==> src/rtl/interrupt_stimulus_driver.sv <==
// Timed interrupt stimulus driver: queues {mask, mode, delay, hold} commands and drives a registered IRQ vector.
// Optional macro INTR_DRV_JITTER_EN adds LFSR-based 0-7 cycle delay jitter and the jitter_last output.
module interrupt_stimulus_driver #(
  parameter int unsigned ID    = 0,
  parameter int unsigned WIDTH = 1,
  parameter int unsigned DEPTH = 4,
  parameter int unsigned CNT_W = 16
) (
  input  logic             clock,
  input  logic             reset_n,
  input  logic             cmd_valid,
  output logic             cmd_ready,
  input  logic [WIDTH-1:0] cmd_mask,
  input  logic             cmd_mode,
  input  logic [CNT_W-1:0] cmd_delay,
  input  logic [CNT_W-1:0] cmd_hold,
  input  logic [WIDTH-1:0] irq_ack,
  input  logic             flush,
  output logic [WIDTH-1:0] interrupts,
  output logic             busy,
  output logic [CNT_W-1:0] fired_count
`ifdef INTR_DRV_JITTER_EN
  ,
  output logic [2:0]       jitter_last
`endif
);

  localparam int unsigned AW = (DEPTH > 1) ? $clog2(DEPTH) : 1;
  localparam int unsigned EW = WIDTH + 1 + 2 * CNT_W;
  localparam int unsigned SW = CNT_W + 1;

  typedef enum logic [1:0] {
    S_IDLE   = 2'd0,
    S_DELAY  = 2'd1,
    S_ACTIVE = 2'd2
  } state_e;

  state_e           state_q, state_d;
  logic [AW:0]      wr_ptr_q, wr_ptr_d;
  logic [AW:0]      rd_ptr_q, rd_ptr_d;
  logic [EW-1:0]    fifo_mem_q [DEPTH];
  logic [CNT_W-1:0] cnt_q, cnt_d;
  logic [WIDTH-1:0] mask_q, mask_d;
  logic             mode_q, mode_d;
  logic [CNT_W-1:0] hold_q, hold_d;
  logic [WIDTH-1:0] irq_q, irq_d;
  logic [CNT_W-1:0] fired_q, fired_d;

  logic             fifo_empty_c, fifo_full_c, push_c, pop_c;
  logic [EW-1:0]    head_c;
  logic [WIDTH-1:0] head_mask_c;
  logic             head_mode_c;
  logic [CNT_W-1:0] head_delay_c, head_hold_c, eff_delay_c;
  logic [WIDTH-1:0] irq_acked_c;
  logic             unused_id;

  assign unused_id = (ID != 32'd0);

  // FIFO status from wrap-bit pointers; flush blocks both push and pop
  assign fifo_empty_c = (wr_ptr_q == rd_ptr_q);
  assign fifo_full_c  = (wr_ptr_q[AW] != rd_ptr_q[AW]) &&
                        (wr_ptr_q[AW-1:0] == rd_ptr_q[AW-1:0]);
  assign cmd_ready    = !fifo_full_c;
  assign push_c       = cmd_valid && !fifo_full_c && !flush;
  assign pop_c        = (state_q == S_IDLE) && !fifo_empty_c && !flush;
  assign busy         = (state_q != S_IDLE) || !fifo_empty_c;

  assign head_c = fifo_mem_q[rd_ptr_q[AW-1:0]];
  assign {head_mask_c, head_mode_c, head_delay_c, head_hold_c} = head_c;
  assign irq_acked_c = irq_q & ~irq_ack;

`ifdef INTR_DRV_JITTER_EN
  logic [15:0]  lfsr_q, lfsr_d;
  logic [2:0]   jitter_last_q, jitter_last_d;
  logic [SW-1:0] delay_sum_c;

  assign lfsr_d      = {lfsr_q[0] ^ lfsr_q[2] ^ lfsr_q[3] ^ lfsr_q[5], lfsr_q[15:1]};
  assign delay_sum_c = {1'b0, head_delay_c} + SW'(lfsr_q[2:0]);
  assign eff_delay_c = delay_sum_c[CNT_W] ? {CNT_W{1'b1}} : delay_sum_c[CNT_W-1:0];
  assign jitter_last_d = pop_c ? lfsr_q[2:0] : jitter_last_q;
  assign jitter_last = jitter_last_q;

  always_ff @(posedge clock or negedge reset_n) begin
    if (!reset_n) begin
      lfsr_q        <= 16'hACE1;
      jitter_last_q <= 3'd0;
    end else begin
      lfsr_q        <= lfsr_d;
      jitter_last_q <= jitter_last_d;
    end
  end
`else
  assign eff_delay_c = head_delay_c;
`endif

  always_ff @(posedge clock) begin
    if (push_c) begin
      fifo_mem_q[wr_ptr_q[AW-1:0]] <= {cmd_mask, cmd_mode, cmd_delay, cmd_hold};
    end
  end

  always_ff @(posedge clock or negedge reset_n) begin
    if (!reset_n) begin
      state_q <= S_IDLE;
    end else begin
      state_q <= state_d;
    end
  end

  // Next-state logic; flush overrides every transition
  always_comb begin
    state_d = state_q;
    if (flush) begin
      state_d = S_IDLE;
    end else begin
      case (state_q)
        S_IDLE:   if (!fifo_empty_c) state_d = S_DELAY;
        S_DELAY:  if (cnt_q == '0) state_d = S_ACTIVE;
        S_ACTIVE: begin
          if (mode_q) begin
            if (irq_acked_c == '0) state_d = S_IDLE;
          end else if ((cnt_q == '0) || (mask_q == '0)) begin
            state_d = S_IDLE;
          end
        end
        default:  state_d = S_IDLE;
      endcase
    end
  end

  // Datapath next values: FIFO pointers, counters, latched command, IRQ vector
  always_comb begin
    wr_ptr_d = wr_ptr_q;
    rd_ptr_d = rd_ptr_q;
    cnt_d    = cnt_q;
    mask_d   = mask_q;
    mode_d   = mode_q;
    hold_d   = hold_q;
    irq_d    = irq_q;
    fired_d  = fired_q;
    if (flush) begin
      wr_ptr_d = '0;
      rd_ptr_d = '0;
      irq_d    = '0;
    end else begin
      if (push_c) wr_ptr_d = wr_ptr_q + (AW + 1)'(1);
      if (pop_c)  rd_ptr_d = rd_ptr_q + (AW + 1)'(1);
      case (state_q)
        S_IDLE: begin
          if (pop_c) begin
            cnt_d  = eff_delay_c;
            mask_d = head_mask_c;
            mode_d = head_mode_c;
            hold_d = head_hold_c;
          end
        end
        S_DELAY: begin
          if (cnt_q == '0) begin
            irq_d   = mask_q;
            cnt_d   = hold_q;
            fired_d = fired_q + CNT_W'(1);
          end else begin
            cnt_d = cnt_q - CNT_W'(1);
          end
        end
        S_ACTIVE: begin
          if (mode_q) begin
            irq_d = irq_acked_c;
          end else if ((cnt_q == '0) || (mask_q == '0)) begin
            irq_d = '0;
          end else begin
            cnt_d = cnt_q - CNT_W'(1);
          end
        end
        default: irq_d = '0;
      endcase
    end
  end

  always_ff @(posedge clock or negedge reset_n) begin
    if (!reset_n) begin
      wr_ptr_q <= '0;
      rd_ptr_q <= '0;
      cnt_q    <= '0;
      mask_q   <= '0;
      mode_q   <= 1'b0;
      hold_q   <= '0;
      irq_q    <= '0;
      fired_q  <= '0;
    end else begin
      wr_ptr_q <= wr_ptr_d;
      rd_ptr_q <= rd_ptr_d;
      cnt_q    <= cnt_d;
      mask_q   <= mask_d;
      mode_q   <= mode_d;
      hold_q   <= hold_d;
      irq_q    <= irq_d;
      fired_q  <= fired_d;
    end
  end

  assign interrupts  = irq_q;
  assign fired_count = fired_q;

endmodule

==> config.mk <==
export PLATFORM = sky130hd
export DESIGN_NAME = interrupt_stimulus_driver
export DESIGN_NICKNAME = d
export VERILOG_FILES = /design/src/rtl/interrupt_stimulus_driver.sv
export SDC_FILE = /design/constraint.sdc
export NUM_CORES = 1
export LEC_CHECK = 0
export ABC_AREA = 1
export BUFFER_PORTS_ARGS = -buffer_cell sky130_fd_sc_hd__buf_2
export CAP_MARGIN = 10
export CORE_UTILIZATION = 40
export CTS_BUF_LIST = sky130_fd_sc_hd__clkbuf_16
export DETAILED_ROUTE_END_ITERATION = 10
export PLACE_DENSITY = 0.67
export SYNTH_ARGS = -nofsm -noshare
export SYNTH_HDL_FRONTEND = slang
export SYNTH_SLANG_ARGS = --single-unit
==> constraint.sdc <==
create_clock -name clock -period 4.2 [get_ports clock]
set_input_delay 0.21 -clock clock [delete_from_list [all_inputs] [get_ports clock]]
set_output_delay 0.21 -clock clock [all_outputs]
set_load 0.1 [all_outputs]
* Word-level counts from Yosys, hierarchy flattened *
Memory sizes are Yosys's and may differ from the RTL's.
Index checks and enable logic that the tools add are counted.

word-level totals
  flip-flop bits (word level) = 59
  memory bits (writable) = 136
  input port bits = 39
  logic and storage cells = 75
  memories = 1

memory list
  name        depth  bits a word  rd ports  clocked after Yosys merged registers in  wr ports  RTL line  RTL
  fifo_mem_q  4      34           1         0                                        1         41        logic [EW-1:0] fifo_mem_q [DEPTH];

cells by class
  add/sub/neg operators = 4
  equal/unequal tests = 13
  mux-type cells = 23
  bitwise gates (word level) = 4
  reduce and logical (&&, ||, !) cells = 21

operator list
  operator                                                               number
  16-bit 2-to-1 mux                                                      4
  16-bit case mux with 3 select lines                                    1
  16-bit by 1-bit adder with 16-bit output (second input constant)       1
  16-bit logical NOT                                                     1
  16-bit by 1-bit subtractor with 16-bit output (second input constant)  1
  2-bit 2-to-1 mux                                                       6
  3-bit 2-to-1 mux                                                       4
  3-bit AND reduction                                                    3
  2-bit != test (second input constant)                                  4
  4-bit != test (second input constant)                                  2
  3-bit by 1-bit adder with 3-bit output (second input constant)         2
  1-bit 2-to-1 mux                                                       6
  3-bit != test (second input constant)                                  2
  2-bit case mux with 3 select lines                                     1
  2-bit nonzero test                                                     3
  1-bit logical AND                                                      5
  5-bit AND reduction                                                    1
  4-bit AND reduction                                                    1
  3-bit == test                                                          1
  1-bit logical NOT                                                      3
  1-bit inverter                                                         3
  1-bit case mux with 3 select lines                                     1
  3-bit nonzero test                                                     1
  2-bit by 1-bit == test with 1-bit output (second input constant)       1
  other kinds (6)                                                        7

* Depth between registers and ports, before layout *
  word-level depth = 7
  depth in mapped cells = 12

* Worst setup path after synthesis *
OpenSTA, ideal clock, no wires.

  path kind = flip-flop to flip-flop
  from = register rd_ptr_q[1]
  to = memory fifo_mem_q[0][0] (netlist name), enable pin
  library setup time = 0.425 ns
  arrival time = 3.310 ns
  slack = 0.465 ns
  cell stages (with the launch flop) = 9
  clock period less this slack = 3.735 ns
  cells stage by stage = dfrtp_1 > buf_6 > nand2_1 > nand2_2 > nand4_1 > nand2_1 > inv_1 > nand2_1 > nor2_1

between the ends
  word-level cells in the longest chain between the ends = 7

ends and longest elaborated chain
  element                                 RTL line  RTL
  from (decl)                             40        logic [AW:0] rd_ptr_q, rd_ptr_d;
  from (signal assigned)                  192       rd_ptr_q <= rd_ptr_d;
  2-bit == test                           62        (wr_ptr_q[AW-1:0] == rd_ptr_q[AW-1:0]);
  1-bit logical AND                       61        assign fifo_full_c = (wr_ptr_q[AW] != rd_ptr_q[AW]) &&
  1-bit logical NOT                       -
  via cmd_ready                           12        output logic cmd_ready,
  1-bit logical AND (2 in series)         64        assign push_c = cmd_valid && !fifo_full_c && !flush;
  1-bit 2-to-1 mux                        97        if (push_c) begin
  1-bit 2-to-1 mux (implied by the code)  98        fifo_mem_q[wr_ptr_q[AW-1:0]] <= {cmd_mask, cmd_mode, cmd_delay, cmd_hold};
  to (decl)                               41

The timed path passes the listed nets, and every way through them passes these cells.

* Worst setup path in the final report *
  from = register rd_ptr_q[1]
  to = memory fifo_mem_q[3][22] (netlist name), enable pin

between the ends
  word-level cells in the longest chain between the ends = 7

ends and longest elaborated chain
  element                                 RTL line
  2-bit == test                           62
  1-bit logical AND                       61
  1-bit logical NOT                       64
  1-bit logical AND (2 in series)         64
  1-bit 2-to-1 mux                        97
  1-bit 2-to-1 mux (implied by the code)  98

Every way passes these cells.

==> flow_metrics.py <==
metrics = {
    "global_routing": {
        "grt_pass1_wl_mm": 31.7,
        "antenna_found_initial": 0,
        "track_usage": 0.186,
        "grt_pass1_vias": 5965,
        "grt_start_max_net_pins": 71,
        "grt_overflow": 0,
    },
    "layout": {
        "drive_gt1_frac": 0.159,
        "area_delta_synth_final_pct": 15.4,
        "fin_util": 0.471,
        "layout_commonest_cell": "nand2_1",
        "final_cell_mix": "nand2_1, nor2_1, edfxtp_1",
        "fin_cells": 1225,
        "final_nets": 984,
        "diodes": 0,
        "final_area_um2": 10300,
    },
    "timing": {
        "hold_viol": 0,
        "layout_min_cycle_time_ps": 2690,
        "grt_setup_unrepaired": "no",
        "fmax_ghz": 0.372,
        "tightest_slew_ps": 1070,
        "setup_violations": 0,
        "report.final.slew_viol_count": 0,
        "fin_setup_tns_ps": 0,
        "clock_skew_ps": 11.4,
        "period_share": 0.641,
        "max-slew-margin-rel": 0.288,
    },
    "critical_path": {
        "crit_required_ps": 4330,
        "cp_max_fo": 36,
        "worstSetupEndpointType": "flop",
        "cp_slowest_cell": "nor2_4",
        "path_class": "flop to flop",
        "startpoint_type": "flop",
        "max_stage_delay_ps": 680,
        "worstPathArrival_ps": 2820,
        "path_cells": "inv_6 -> nand2_1 -> nand2_2 -> nand4_1 -> nand2_1 -> inv_1 -> nand2_1 -> nor2_4 -> buf_4",
        "crit_top_cell": "nand2_1",
    },
    "power": {
        "p_leak_nw": 4.08,
        "power_density_nw_per_um2": 604,
        "p_int_w": 0.00373,
        "swShare": 0.399,
        "finalPower_w": 0.00621,
        "p_clk_frac": 0.256,
        "seq_power_share": 0.402,
        "comb_power_share": 0.342,
        "vdd_drop_max_v": 0.000333,
        "power_switching_w": 0.00247,
    },
    "cts": {
        "h-tree-depth": 4,
        "hold_buffers": 26,
        "cts_max_path_buffers": 2,
        "cts_sinks": 195,
        "cts_resized": 0,
        "cts_setup_buffers": 0,
        "clkLatencyLatePin_ps": 440,
        "cts_tree": "yes",
        "path_clk_slew_ps": 80,
        "root_buffer": "clkbuf_16",
        "numCtsBuffers": 17,
    },
    "routing": {
        "wl_per_cell_um": 16.1,
        "drcViolationCount": 0,
        "wl_mm": 19.7,
        "drt_first_pass_iters": 5,
        "final_antenna_net_count": 0,
        "vias_per_cell": 5.08,
        "drt_iter0_drc": 487,
        "vias": 6229,
    },
    "logic_synthesis": {
        "avgSynthCellArea_um2": 10.4,
        "syn_inst": 857,
        "ys_ff_latch": 195,
        "syn_area_um2": 8900,
        "yosysSeqAreaShare": 0.624,
        "synth.distinct_cells": 39,
        "syn_nets": 909,
        "yosysWarnings": 0,
    },
    "floorplan": {
        "num_rows": 54,
        "initial_core_util": 0.408,
        "dieArea_um2": 22900,
        "fp.dieH_um": 151,
        "core_area_um2": 21800,
        "die_width_um": 151,
        "io_pins": 58,
    },
    "placed_design": {
        "dp_cells": 1167,
        "placed_cell_area_um2": 9430,
        "port_buffers": 57,
        "dpl.hpwl_mm": 12.9,
        "place.gp.congestion": 0.882,
    },
    "min_path": {
        "min_path_type": "input pin to flop",
    },
    "run_status": {
        "outcome": "completed",
    },
    "run": {
        "drv_cap": 0,
    },
}
-- area by class of cell --
cell class | count | area, um2
clock buffer | 17 | 425
multi-input combinational | 574 | 2970
sequential | 195 | 5560
inverter | 54 | 208
timing repair buffer | 90 | 598
tap | 280 | 350
fill | 1983 | 11500
clock inverter | 15 | 163
-- state kept, by name, indices dropped and copies added, names as in the netlist --
name and flops:
cnt_q 16, fifo_mem_q 136, fired_count 16, hold_q 16
interrupts 1, mask_q 1, mode_q 1, rd_ptr_q 3
state_q 2, wr_ptr_q 3
-- critical path, delay by kind of cell (launching register included) --
kind | cells | cell delay [ps]
and+or+nand+nor | 6 | 1320
buffers and inverters | 3 | 590
DFF | 1 | 450
-- cells by family (layout without fill, tap and decap cells) --
| kind of cell | Yosys count | count (layout) | synth area share |
|---|---|---|---|
| XOR/XNOR | 22 | 22 | 0.0225 |
| AO/OA/AOI/OAI | 148 | 148 | 0.0929 |
| buffers and inverters | 88 | 176 | 0.0457 |
| flip-flops | 195 | 195 | 0.624 |
| AND/OR/NAND/NOR | 391 | 391 | 0.196 |
| adder cells (fa/ha/maj) | 13 | 13 | 0.0183 |
-- per-stage QoR --
step / setup WS, ps / hold WS [ps]
after CTS: 1500 / 2.59
final: 1510 / 2.81
after global placement: 1570 / 294
after global routing: 1340 / 6.27
after detailed placement: 1510 / 306
after floorplan: 465 / -85.6
-- worst paths after layout --
check | start | to | slack, ps | depth (start not counted)
max | rd_ptr_q[1] | fifo_mem_q[3][22] | 1510 | 9
min | cmd_delay[4] | fifo_mem_q[0][20] | 3 | 1
max reg2reg | rd_ptr_q[1] | fifo_mem_q[3][22] | 1510 | 9
min reg2reg | cnt_q[0] | cnt_q[0] | 490 | 2
max in group asynchronous | reset_n | rd_ptr_q[0] | 2940 | 3
min in group asynchronous | reset_n | state_q[0] | 340 | 2
-- synthesized netlist by cell type, drive strengths merged --
cell | number | share of area
nand2 | 166 | 0.077
o22ai | 9 | 0.0063
o221ai | 9 | 0.0089
nand4 | 8 | 0.0073
edfxtp | 136 | 0.46
nand3 | 38 | 0.023
clkbuf | 18 | 0.0076
nor3 | 6 | 0.0034
xnor2 | 10 | 0.011
a31oi | 16 | 0.011
nand3b | 1 | 0.00084
a211o | 1 | 0.00098
o21bai | 1 | 0.00084
ha | 13 | 0.018
nor4 | 2 | 0.0014
buf | 16 | 0.015
a21oi | 11 | 0.0070
xor2 | 12 | 0.012
o21ai | 101 | 0.058
nor2 | 170 | 0.083
inv | 54 | 0.023
dfrtp | 59 | 0.17
-- power by group through the flow --
stage / combinational (W) / sequential, W / clock, W
after floorplan: 0.00165 / 0.00251 / 0
after global placement: 0.00207 / 0.00253 / 0
after detailed placement: 0.00210 / 0.00253 / 0
after CTS: 0.00213 / 0.00249 / 0.00161
after global routing: 0.00240 / 0.00252 / 0.00170
final: 0.00212 / 0.00249 / 0.00159
-- routing by layer --
layer / global-route usage / wire (um) / up-vias
met5: 0 / 0 / -
met1: 0.248 / 9230 / 2968
met3: 0.0283 / 826 / 27
met2: 0.300 / 9180 / 169
met4: 0.0795 / 459 / 0
li1: - / - / 3065
Note: power is estimated with default switching activity, not from simulation.
